[src/rtl/adpll_pkg.sv]
// Shared ADPLL definitions: phase-detector FSM states, saturation helper and
// the error width shared with the loop filter.
package adpll_pkg;

    localparam int ERROR_WIDTH_DEFAULT = 8;

    typedef enum logic [1:0] {
        ST_IDLE,
        ST_REF_LEAD,
        ST_FB_LEAD
    } pd_state_t;

    // Largest magnitude of a symmetric signed range of the given width.
    function automatic int sat_of(input int width);
        return (1 << (width - 1)) - 1;
    endfunction

endpackage

[src/rtl/phase_error_detector_if.sv]
// Phase detector boundary: the two asynchronous clocks in, the error sample
// stream and lock flag out towards the loop filter.
interface phase_error_detector_if
    import adpll_pkg::*;
#(
    parameter int ERROR_WIDTH = ERROR_WIDTH_DEFAULT
);
    logic                          ref_clk_i;
    logic                          fb_clk_i;
    logic signed [ERROR_WIDTH-1:0] error_o;
    logic                          error_valid_o;
    logic                          lock_o;

    modport master (
        input  ref_clk_i,
        input  fb_clk_i,
        output error_o,
        output error_valid_o,
        output lock_o
    );

    modport slave (
        output ref_clk_i,
        output fb_clk_i,
        input  error_o,
        input  error_valid_o,
        input  lock_o
    );
endinterface

[src/rtl/phase_error_detector_edge_sync.sv]
// Synchronises one asynchronous clock into gen_clk_i and produces a registered
// one-cycle pulse on each rising edge.
module edge_sync #(
    parameter int SYNC_STAGES = 2
) (
    input  logic gen_clk_i,
    input  logic reset_i,
    input  logic async_i,
    output logic rise_o
);
    logic [SYNC_STAGES-1:0] sync_reg;
    logic [SYNC_STAGES:0]   arm_reg;
    logic                   hist_reg;
    logic                   rise_reg;

    genvar gi;
    generate
        for (gi = 0; gi < SYNC_STAGES; gi++) begin : g_sync
            always_ff @(posedge gen_clk_i or posedge reset_i) begin
                if (reset_i) begin
                    sync_reg[gi] <= 1'b0;
                end else if (gi == 0) begin
                    sync_reg[gi] <= async_i;
                end else begin
                    sync_reg[gi] <= sync_reg[(gi == 0) ? 0 : gi - 1];
                end
            end
        end
    endgenerate

    // Edges are only reported once the chain has refilled after reset, so an
    // input that is already high at release is not mistaken for a rising edge.
    always_ff @(posedge gen_clk_i or posedge reset_i) begin
        if (reset_i) begin
            arm_reg  <= '0;
            hist_reg <= 1'b0;
            rise_reg <= 1'b0;
        end else begin
            arm_reg  <= {arm_reg[SYNC_STAGES-1:0], 1'b1};
            hist_reg <= sync_reg[SYNC_STAGES-1];
            rise_reg <= arm_reg[SYNC_STAGES] & sync_reg[SYNC_STAGES-1] & ~hist_reg;
        end
    end

    assign rise_o = rise_reg;
endmodule

[src/rtl/phase_error_detector.sv]
// Counts gen_clk_i cycles between reference and feedback rising edges and
// emits one saturated signed phase error per measurement, plus a lock flag.
module phase_error_detector
    import adpll_pkg::*;
#(
    parameter int ERROR_WIDTH = ERROR_WIDTH_DEFAULT,
    parameter int SYNC_STAGES = 2,
    parameter int LOCK_THRESH = 2,
    parameter int LOCK_COUNT  = 16
) (
    input  logic                   gen_clk_i,
    input  logic                   reset_i,
    phase_error_detector_if.master pd
);
    localparam int                 CNT_W   = ERROR_WIDTH - 1;
    localparam int                 LK_W    = $clog2(LOCK_COUNT + 1);
    localparam logic [CNT_W-1:0]   SAT_CNT = CNT_W'(sat_of(ERROR_WIDTH));
    localparam logic [CNT_W-1:0]   THRESH  = CNT_W'(LOCK_THRESH);
    localparam logic [LK_W-1:0]    LK_MAX  = LK_W'(LOCK_COUNT);

    logic ref_edge;
    logic fb_edge;

    edge_sync #(.SYNC_STAGES(SYNC_STAGES)) u_ref_sync (
        .gen_clk_i (gen_clk_i),
        .reset_i   (reset_i),
        .async_i   (pd.ref_clk_i),
        .rise_o    (ref_edge)
    );

    edge_sync #(.SYNC_STAGES(SYNC_STAGES)) u_fb_sync (
        .gen_clk_i (gen_clk_i),
        .reset_i   (reset_i),
        .async_i   (pd.fb_clk_i),
        .rise_o    (fb_edge)
    );

    pd_state_t                     state_reg, state_next;
    logic [CNT_W-1:0]              cnt_reg, cnt_next;
    logic [LK_W-1:0]               lk_reg, lk_next;
    logic signed [ERROR_WIDTH-1:0] error_reg;
    logic                          valid_reg;
    logic                          lock_reg;

    logic                          emit;
    logic                          emit_neg;
    logic [CNT_W-1:0]              emit_mag;
    logic                          lead_edge;
    logic                          lag_edge;
    logic signed [ERROR_WIDTH-1:0] mag_val;
    logic signed [ERROR_WIDTH-1:0] emit_val;

    // Both lead states share one path; only edge roles and output sign differ.
    always_comb begin
        state_next = state_reg;
        cnt_next   = cnt_reg;
        emit       = 1'b0;
        emit_mag   = cnt_reg;
        emit_neg   = (state_reg == ST_FB_LEAD);
        lead_edge  = (state_reg == ST_FB_LEAD) ? fb_edge  : ref_edge;
        lag_edge   = (state_reg == ST_FB_LEAD) ? ref_edge : fb_edge;
        case (state_reg)
            ST_IDLE: begin
                if (ref_edge && fb_edge) begin
                    emit     = 1'b1;
                    emit_mag = '0;
                end else if (ref_edge) begin
                    state_next = ST_REF_LEAD;
                    cnt_next   = CNT_W'(1);
                end else if (fb_edge) begin
                    state_next = ST_FB_LEAD;
                    cnt_next   = CNT_W'(1);
                end
            end
            ST_REF_LEAD, ST_FB_LEAD: begin
                if (lag_edge) begin
                    emit = 1'b1;
                    if (lead_edge) begin
                        cnt_next = CNT_W'(1);
                    end else begin
                        state_next = ST_IDLE;
                        cnt_next   = '0;
                    end
                end else if (lead_edge) begin
                    emit     = 1'b1;
                    emit_mag = SAT_CNT;
                    cnt_next = CNT_W'(1);
                end else if (cnt_reg == SAT_CNT) begin
                    emit       = 1'b1;
                    emit_mag   = SAT_CNT;
                    state_next = ST_IDLE;
                    cnt_next   = '0;
                end else begin
                    cnt_next = cnt_reg + CNT_W'(1);
                end
            end
            default: begin
                state_next = ST_IDLE;
                cnt_next   = '0;
            end
        endcase
    end

    assign mag_val  = {1'b0, emit_mag};
    assign emit_val = emit_neg ? -mag_val : mag_val;

    always_comb begin
        lk_next = lk_reg;
        if (emit) begin
            if (emit_mag <= THRESH) begin
                lk_next = (lk_reg == LK_MAX) ? lk_reg : lk_reg + LK_W'(1);
            end else begin
                lk_next = '0;
            end
        end
    end

    always_ff @(posedge gen_clk_i or posedge reset_i) begin
        if (reset_i) begin
            state_reg <= ST_IDLE;
            cnt_reg   <= '0;
            lk_reg    <= '0;
            error_reg <= '0;
            valid_reg <= 1'b0;
            lock_reg  <= 1'b0;
        end else begin
            state_reg <= state_next;
            cnt_reg   <= cnt_next;
            lk_reg    <= lk_next;
            valid_reg <= emit;
            lock_reg  <= (lk_next == LK_MAX);
            if (emit) begin
                error_reg <= emit_val;
            end
        end
    end

    assign pd.error_o       = error_reg;
    assign pd.error_valid_o = valid_reg;
    assign pd.lock_o        = lock_reg;
endmodule
[src/flat_wrapper.sv]
// flat-port wrapper written by rule: the top's interface ports become plain ports
module phase_error_detector_flat import adpll_pkg::*;
#(
    parameter int ERROR_WIDTH = ERROR_WIDTH_DEFAULT,
    parameter int SYNC_STAGES = 2,
    parameter int LOCK_THRESH = 2,
    parameter int LOCK_COUNT  = 16
)
  (gen_clk_i, reset_i, pd_ref_clk_i, pd_fb_clk_i, pd_error_o, pd_error_valid_o, pd_lock_o);
  phase_error_detector_if #(.ERROR_WIDTH(ERROR_WIDTH)) pd_i ();
  input  logic gen_clk_i;
  input  logic reset_i;
  input wire logic [$bits(pd_i.ref_clk_i)-1:0] pd_ref_clk_i;
  input wire logic [$bits(pd_i.fb_clk_i)-1:0] pd_fb_clk_i;
  output wire logic [$bits(pd_i.error_o)-1:0] pd_error_o;
  output wire logic [$bits(pd_i.error_valid_o)-1:0] pd_error_valid_o;
  output wire logic [$bits(pd_i.lock_o)-1:0] pd_lock_o;
  assign pd_i.ref_clk_i = pd_ref_clk_i;
  assign pd_i.fb_clk_i = pd_fb_clk_i;
  assign pd_error_o = pd_i.error_o;
  assign pd_error_valid_o = pd_i.error_valid_o;
  assign pd_lock_o = pd_i.lock_o;
  phase_error_detector #(.ERROR_WIDTH(ERROR_WIDTH), .SYNC_STAGES(SYNC_STAGES), .LOCK_THRESH(LOCK_THRESH), .LOCK_COUNT(LOCK_COUNT)) u_core (.gen_clk_i(gen_clk_i), .reset_i(reset_i), .pd(pd_i));
endmodule
[config.mk]
export PLATFORM = sky130hd
export DESIGN_NAME = phase_error_detector_flat
export DESIGN_NICKNAME = d
export VERILOG_FILES = /design/src/rtl/adpll_pkg.sv /design/src/rtl/phase_error_detector_if.sv /design/src/rtl/phase_error_detector_edge_sync.sv /design/src/rtl/phase_error_detector.sv /design/src/flat_wrapper.sv
export SDC_FILE = /design/constraint.sdc
export NUM_CORES = 1
export LEC_CHECK = 0
export ABC_AREA = 1
export ABC_CLOCK_PERIOD_IN_PS = 2500
export CAP_MARGIN = 20
export CELL_PAD_IN_SITES_DETAIL_PLACEMENT = 1
export CELL_PAD_IN_SITES_GLOBAL_PLACEMENT = 1
export CORE_UTILIZATION = 44
export CTS_CLUSTER_SIZE = 40
export DETAILED_ROUTE_END_ITERATION = 6
export PLACE_DENSITY_LB_ADDON = 0.1
export SYNTH_ARGS = -nofsm -noshare
export SYNTH_HDL_FRONTEND = slang
export SYNTH_HIERARCHICAL = 1
export SYNTH_SLANG_ARGS = --single-unit
[constraint.sdc]
create_clock -name gen_clk_i -period 2.5 [get_ports gen_clk_i]
set_input_delay 0.5 -clock gen_clk_i [delete_from_list [all_inputs] [get_ports gen_clk_i]]
set_output_delay 0.5 -clock gen_clk_i [all_outputs]
set_load 0.02 [all_outputs]
[Word level (Yosys, flattened, before mapping)]
Index checks and enable logic that the tools add are counted.
Widths: inputs -> output; s select.
Operators by class
  add/subtract/negate cells: 3
  multiply operators: 0
  div/mod/pow operators: 0
  magnitude comparators: 1
  equality and inequality tests: 9
  shifts and indexed selects: 0
  multiplexer cells: 32
  bitwise gates (word level): 6
  reductions and logical operators: 5
Operators by type and width (count)
  $mux 7: 10
  $pmux 7 s2: 2
  $mux 5: 3
  $mux 2: 7
  $eq 5x5->1 const B: 2
  $mux 8: 1
  $neg 7->8: 1
  $add 7x1->7 const B: 1
  $eq 7x7->1 const B: 1
  $le 7x2->1 const B: 1
  $mux 1: 7
  $add 5x1->5 const B: 1
  $and 1x1->1: 4
  $ne 2x2->1 const B: 2
  $pmux 2 s2: 1
  $reduce_and 4->1: 1
  $ne 3x1->1 const B: 1
  $ne 3x3->1 const B: 1
  $eq 2x1->1 const B: 1
  $eq 2x2->1 const B: 1
  $logic_not 2->1: 1
  $not 1->1: 2
  $pmux 1 s2: 1
  $reduce_and 2->1: 1
  2 further kinds: 2
Storage, ports and cells
  bits in registers: 38
  bits in latches: 0
  RAM bits: 0
  bits in read-only memories: 0
  bits of input ports: 4
  output and inout bits: 10
  logic and storage cells: 72
  memories kept: 0

[Longest topological paths before layout]
Gate-level depths: netlist of run 1.
  word-level depth: 9
  gate-level depth with buffers: 19
  gate-level depth less buffers: 19

[By module]
The synthesis of run 1 kept the hierarchy.
By module, submodules not included
  phase_error_detector: times used 1, cells an instance 228, area each 1619.1 um^2
  edge_sync: times used 2, cells an instance 11, area each 192.7 um^2

[Least setup slack after synthesis of run 1]
Ideal clock, no wire load.
  path type: register to register
  from: register u_core.state_reg[1]
  to: register u_core.error_reg[4] (netlist: u_core/pd.error_o[4])
  setup time: 0.117 ns
  arrival time: 1.963 ns
  slack: 0.419 ns
  stages on the path, launching flop included: 16
  path buffers: 0
  cell sequence: dfrtp_1 inv_1 ha_1 inv_1 nor2_1 nand2_1 inv_1 nand2_1 o21ai_1 inv_1 ha_1 inv_1 o21ai_1 or2_1 nand3_1 nand2_1
On the way
  word-level cells in the longest chain between the ends: 7
  elaborated cells between the ends (all ways): 14
  those cells by class: 1 x add/sub; 2 x eq/ne; 9 x mux; 2 x reduce/logical
Ends and longest elaborated chain
  start: declaration: line phase_error_detector.sv:38  | pd_state_t state_reg, state_next;
  start signal: assignment: line phase_error_detector.sv:127  | state_reg <= state_next;
  $eq 2x2->1
  $mux 1: line phase_error_detector.sv:60  | lead_edge = (state_reg == ST_FB_LEAD) ? fb_edge : ref_edge;
  $mux 7: line phase_error_detector.sv:84  | end else if (lead_edge) begin
  $mux 7: line phase_error_detector.sv:76  | if (lag_edge) begin
  $pmux 7 s2: line phase_error_detector.sv:62  | case (state_reg)
  $neg 7->8: line phase_error_detector.sv:105  | assign emit_val = emit_neg ? -mag_val : mag_val;
  $mux 8: line phase_error_detector.sv:105
  end signal: assignment: line phase_error_detector.sv:133  | error_reg <= emit_val;
  end: declaration: line phase_error_detector.sv:41  | logic signed [ERROR_WIDTH-1:0] error_reg;
Several ways; a longest one is shown, not always the timed one.
A chain may end at the register's enable or synchronous reset.

[Final worst setup path of run 1]
  from: register u_core.state_reg[1]
  to: register u_core.lock_reg (netlist: u_core/pd.lock_o)
On the way
  word-level cells in the longest chain between the ends: 9
  elaborated cells between the ends (all ways): 16
  those cells by class: 1 x order compare; 3 x eq/ne; 10 x mux; 2 x reduce/logical
Ends and longest elaborated chain
  $eq 2x2->1: line phase_error_detector.sv:60, phase_error_detector.sv:61, phase_error_detector.sv:62
  $mux 1: line phase_error_detector.sv:60
  $mux 7: line phase_error_detector.sv:84
  $mux 7: line phase_error_detector.sv:76
  $pmux 7 s2: line phase_error_detector.sv:62
  $le 7x2->1: line phase_error_detector.sv:110  | if (emit_mag <= THRESH) begin
  $mux 5: line phase_error_detector.sv:110
  $mux 5 (*): line phase_error_detector.sv:109  | if (emit) begin
  $eq 5x5->1 (*): line phase_error_detector.sv:131  | lock_reg <= (lk_next == LK_MAX);
  end signal: assignment: line phase_error_detector.sv:131
  end: declaration: line phase_error_detector.sv:43  | logic lock_reg;
Every way passes the cells marked *; elsewhere a longest branch is shown, timed or not.

==> impl_results.md, run 1 <==
- Net Sw Frac: 45.02%
- Leakage: 1.243 nW
- CP startpoint kind: flop
- Pwr Density: 1258 nW/um^2
- Max clock buf depth: 2
- Yosys reg bits: 38
- Post-synthesis adder-cell area fraction: 4.994%
- Mux share of post-synthesis cell area: 0%
- Hold slack final: 356.1 ps
- Root Driver: clkbuf_8
- Internal cell power: 1.629 mW
- Seq. cell area: 950.9 sq um
- Iteration-0 DRC Markers: 62
- Pre-Repair DR Iteration Count: 4
- Nets: 284
- Most common library cells after synthesis: nand2_1 (60), inv_1 (39), dfrtp_1 (38)
- # fillers: 542
- DRC viols: 0
- Logic pwr share: 54.2%
- Min Clock Period, post-route: 2346 ps
- Clk pwr share: 17.7%
- Chip width: 69.50 um
- Setup CP Type: flop to flop
- Reg2reg start: u_core/state_reg[1]
- Worst Path Arrival: 2570 ps
- Vias in the first global route: 1705
- Upper clock frequency limit: 426.3 MHz
- Die Ht: 69.50 um
- Top-area cell type share of the netlist area: 47.44%
- Worst Path Max Fanout: 6
- Cells after synthesis: 250
- Post-synthesis compound-gate area fraction: 6.679%
- Antenna cells: 0
- Status: finished clean
- Sequential Power Share: 28.1%
- XOR/XNOR Fraction of Synth Area: 1.311%
- Total of max-cap violations: 0
- Starting Density: 46.03%
- Post-Syn Area per Cell: 8.018 sq um
- Top post-synthesis cells by area: dfrtp_1 (47%), nand2_1 (11%), inv_1 (7.3%)
- Most common cell in the synthesized netlist: nand2_1
- Synth Flop Type: dfrtp_1
- Fraction of registers with async set/reset: 100.0%
- Boundary Pins: 14
- Dpl hpwl: 3.191 mm
- Final critical-path share of the clock period: 93.82%
- Layout Skew: 7.061 ps
- Drt total wl: 4.270 mm
- Hold_sp: u_core/u_ref_sync/sync_reg[0]
- Max VDD drop: 437.3 uV
- Vias per inst: 4.911
- Final instance count without filler cells: 325
- Routability cong.: 0.7787
- H-tree depth: 2
- Total CTS buffers: 5
- Die area: 4830 sq um
- Wirelength per Cell: 13.14 um
- Sequential share of the synthesized area: 47.44%
- CTS tree: done
- Initial antenna violation count: 0
- Worst hold path class: flop to flop
- TNS Setup: 0 ps
- Post-synth EDFFs: 0
- All-Layer GR Usage: 19.91%
- Clk pin slew, worst setup/hold paths: 80 ps
- Grt total ovfl: 0
- Core ar.: 4354 sq um
- Final WS setup: 154.4 ps
- Placed insts: 315
- Layout cell share with drive strength beyond 1: 15.75%
- Post-DRT Antenna Nets: 0
- Rows: 24
- Port bufs: 13
- DP Worst Slack: 72.36 ps
- Post-synthesis instance area: 2004 sq um
- YS warnings: 6
- Critical path capture point type: flop
- Netlist cell types: 30
- Switch Pwr: 1.334 mW
- Worst endpoint required time: 2720 ps
- Final setup fails: 0
- Largest register FFs: 8
- Cell taking the most area after synthesis: dfrtp_1
- Area of the multi-input gates: 899.6 sq um
- Clk Latency, worst-skew pair: 290 ps
- Simple-gate share of the synthesized area: 30.02%
- Max-slew violations: 0
- Final Hold Vio Count: 0
- Area grow syn2layout: 17.48%
- Largest net degree at the start of global routing: 25
- Final Power: 2.962 mW
- Critical Path Source: u_core/state_reg[1]
- First-pass GRT wire length: 7.576 mm
- Routed vias: 1596
- Syn Nets: 262
- Clock sink total: 38
- Hold buffer count at CTS: 0
- Largest family of logic cells by synthesized area: simple AND/OR/NAND/NOR gates
-- area by class of cell --
type                       count  area share, %
multi-input combinational    166          38.20
tap                           52          2.763
clock inverter                 3          1.913
sequential                    38          40.38
clock buffer                   5          2.922
timing repair buffer          17          6.801
inverter                      44          7.014
-- cells by family after synthesis --
logic type                 after synthesis
xor gates and xnor gates                 3
buffers and inverters                   46
adders and majority gates                8
AOI/OAI and AO/OA                       25
DFF                                     38
other                                    2
and+or+nand+nor                        128
-- timing repair --
| item | 4_1_cts | 5_1_grt |
|---|---|---|
| endpoints found under the setup margin | 0 | 7 |
| hold endpoints to repair | 0 | 0 |
| resized for setup | 0 | 7 |
| setup buffers | 0 | 2 |
-- placed cells by master, fill, tap and decap left out, types with 8 or more instances in the layout --
cell type        instances
nand2_1                 60
inv_1                   38
dfrtp_1                 38
nor2_1                  22
clkdlybuf4s50_1         13
nand3_1                 12
nand2_2                 11
o21ai_0                 11
a21oi_1                  8
-- routing by layer --
layer	part of all wire [%]	vias up	global-route usage, %
met5	0	-	0
met1	48	756	25.55
li1	-	815	-
met3	2.4	6	4.360
met2	48	19	33.23
met4	1.4	0	6.803
-- path summary, 6_finish.rpt --
| check | to | slack, ps | cells past startpoint |
|---|---|---|---|
| max in group asynchronous | u_core/lk_reg[3] | 1630 | 3 |
| worst max-delay path | u_core/pd.lock_o | 150 | 18 |
| worst min register to register | u_core/u_ref_sync/sync_reg[1] | 360 | 0 |
| worst max register to register | u_core/pd.lock_o | 150 | 18 |
| min in group asynchronous | u_core/u_fb_sync/sync_reg[0] | 490 | 2 |
| worst min-delay path | u_core/u_ref_sync/sync_reg[1] | 360 | 0 |
-- power by group through the flow --
| stage | clock network (mW) | logic (mW) | registers (mW) |
|---|---|---|---|
| 2_1_floorplan | 0 | 1.09 | 0.890 |
| 4_1_cts | 0.546 | 1.54 | 0.834 |
| 6_report | 0.524 | 1.61 | 0.832 |
| 3_5_place_dp | 0 | 1.51 | 0.846 |
| 3_3_place_gp | 0 | 1.48 | 0.837 |
| 5_1_grt | 0.565 | 1.82 | 0.852 |
-- per-stage QoR --
step	utilization (%)	instance area, sq um
CTS	53.05	2310
global route	54.08	2355
finish	54.08	2355
global placement	50.43	2196
floorplan	-	2004
detailed placement	50.43	2196
-- worst max-delay path, stage by stage, from the launching register on --
cell     delay [ps]
dfrtp_1         400
buf_4           150
ha_4            170
inv_2           110
nand2_2          70
nand2_2         100
nand2_1         100
inv_1            70
nand2_1          60
o21ai_1         120
inv_1           110
ha_1            210
inv_1            50
nand3_1          90
nand3_2         120
nor2_1           60
nor2_2          120
nand2_1          80
nor2_1           90
Note: power is estimated with default switching activity, not from simulation.
==> run 2: changes to the inputs <==
--- a/config.mk
+++ b/config.mk
@@ -13,6 +13,7 @@
 export CORE_UTILIZATION = 44
 export CTS_CLUSTER_SIZE = 40
 export DETAILED_ROUTE_END_ITERATION = 6
+export GPL_TIMING_DRIVEN = 0
 export PLACE_DENSITY_LB_ADDON = 0.1
 export SYNTH_ARGS = -nofsm -noshare
 export SYNTH_HDL_FRONTEND = slang
==> impl_results.md, run 2 (same netlist as run 1, synthesis figures left out) <==
- First-pass GRT wire length: 7.562 mm
- # fillers: 541
- Critical path capture point type: flop
- Worst hold path class: flop to flop
- Clk Latency, worst-skew pair: 290 ps
- Max VDD drop: 489.5 uV
- Final setup fails: 0
- Net Sw Frac: 43.30%
- Clk pwr share: 20.0%
- Final WS setup: 172.2 ps
- Max-slew violations: 0
- Hold buffer count at CTS: 0
- Leakage: 1.288 nW
- Internal cell power: 1.776 mW
- Max clock buf depth: 2
- Core ar.: 4354 sq um
- Switch Pwr: 1.357 mW
- Rows: 24
- Dpl hpwl: 3.134 mm
- All-Layer GR Usage: 19.89%
- Min-Delay Path Depth: 0
- Initial antenna violation count: 0
- Status: finished clean
- Logic pwr share: 53.4%
- Vias per inst: 4.824
- Worst slew pin tran: 531.5 ps
- Final Hold Vio Count: 0
- R2R depth: 17
- Worst Path Max Fanout: 3
- Routed vias: 1587
- DP Worst Slack: 55.82 ps
- DRC viols: 0
- Reg2reg start: u_core/state_reg[1]
- CTS tree: done
- Pre-Repair DR Iteration Count: 4
- TNS Setup: 0 ps
- Chip width: 69.50 um
- Layout cell share with drive strength beyond 1: 18.05%
- Pwr Density: 1287 nW/um^2
- Drt total wl: 4.264 mm
- H-tree depth: 2
- Root Driver: clkbuf_8
- Hold slack final: 352.3 ps
- Wirelength per Cell: 12.96 um
- Area grow syn2layout: 21.41%
- Port bufs: 13
- Final instance count without filler cells: 329
- Finished Core Util: 55.89%
- Clock sink total: 38
- Upper clock frequency limit: 429.6 MHz
- Routability cong.: 0.7652
- Post-DRT Antenna Nets: 0
- Largest register FFs: 8
- Grt total ovfl: 0
- Vias in the first global route: 1653
- Iteration-0 DRC Markers: 34
- Boundary Pins: 14
- Placed insts: 315
- Nets: 288
- Largest net degree at the start of global routing: 25
- Layout Skew: 6.336 ps
- Starting Density: 46.03%
- Total CTS buffers: 5
- Die Ht: 69.50 um
- RSZ-0062 raised after global routing: no
- Hold worst-path end: u_core/u_ref_sync/sync_reg[1]
- Worst Path Arrival: 2540 ps
- Die area: 4830 sq um
- Final critical-path share of the clock period: 93.11%
- Clk pin slew, worst setup/hold paths: 80 ps
- Min Clock Period, post-route: 2328 ps
- Hold_sp: u_core/u_ref_sync/sync_reg[0]
- Sequential Power Share: 26.6%
- Most common cell after layout, fill and taps aside: nand2_1
- Setup CP Type: flop to flop
- Highest-count cells in the layout ignoring fill and taps: nand2_1 (58), dfrtp_1 (38), inv_1 (37), nor2_1 (23)
- Antenna cells: 0
- Reg2Reg Setup Slack: 170 ps
- CP startpoint kind: flop
- Total of max-cap violations: 0
- Slew headroom: 64.53%
- R2r endpoint: u_core/pd.lock_o
- Worst endpoint required time: 2720 ps
-- run 2: layout make-up --
class,count,area (sq um),area share (%)
tap,52,65.06,2.674
clock inverter,3,68.82,2.828
clock buffer,5,68.82,2.828
inverter,44,165.2,6.787
buffer,2,18.77,0.7712
multi-input combinational,166,900.9,37.02
sequential,38,950.9,39.07
timing repair buffer,19,195.2,8.021
-- run 2: worst max-delay path by stage --
| stage | slack [ps] | depth (start not counted) | startpoint | end |
|---|---|---|---|---|
| floorplan | 420 | 15 | u_core/state_reg[1] | u_core/pd.error_o[4] |
| global placement | 110 | 17 | u_core/state_reg[1] | u_core/pd.lock_o |
| detailed placement | 60 | 17 | u_core/state_reg[1] | u_core/pd.lock_o |
| CTS | 8 | 17 | u_core/state_reg[0] | u_core/pd.lock_o |
| global route | 20 | 17 | u_core/state_reg[1] | u_core/pd.lock_o |
| finish | 170 | 17 | u_core/state_reg[1] | u_core/pd.lock_o |
-- run 2: per-layer routing --
| metal | vias to the layer above | track usage, % | routed length [um] |
|---|---|---|---|
| met1 | 745 | 26.52 | 2052 |
| met4 | 0 | 6.803 | 66 |
| met5 | - | 0 | 0 |
| li1 | 821 | - | - |
| met3 | 6 | 3.052 | 87 |
| met2 | 15 | 33.01 | 2058 |
-- run 2: worst max-delay path, cell delays in order, from the launching register on --
cell and delay (ps):
dfrtp_1 410, inv_1 60, ha_2 330, inv_1 70, nor2_4 130, nand2_1 90, inv_1 70, nand2_2 60
o21ai_2 80, inv_2 70, ha_1 190, inv_1 50, nand3_1 90, nand3_2 120, nor2_1 50, nor2_1 150
nand2_1 90, nor2_1 130
-- run 2: what timing repair did --
item	CTS	global route
endpoints found under the setup margin	0	7
setup buffers	0	5
gates resized for setup	0	10
-- run 2: metrics by stage --
stage | power (mW) | cell area (sq um)
3_3_place_gp | 2.335 | 2200
2_1_floorplan | 1.977 | 2004
6_report | 3.133 | 2434
5_1_grt | 3.414 | 2434
3_5_place_dp | 2.380 | 2200
4_1_cts | 3.037 | 2337
-- run 2: power groups by stage --
stage | sequential (mW) | clock (mW) | combinational (mW)
floorplan | 0.890 | 0 | 1.09
global placement | 0.838 | 0 | 1.50
detailed placement | 0.844 | 0 | 1.54
CTS | 0.833 | 0.648 | 1.56
global route | 0.854 | 0.662 | 1.90
finish | 0.833 | 0.628 | 1.67
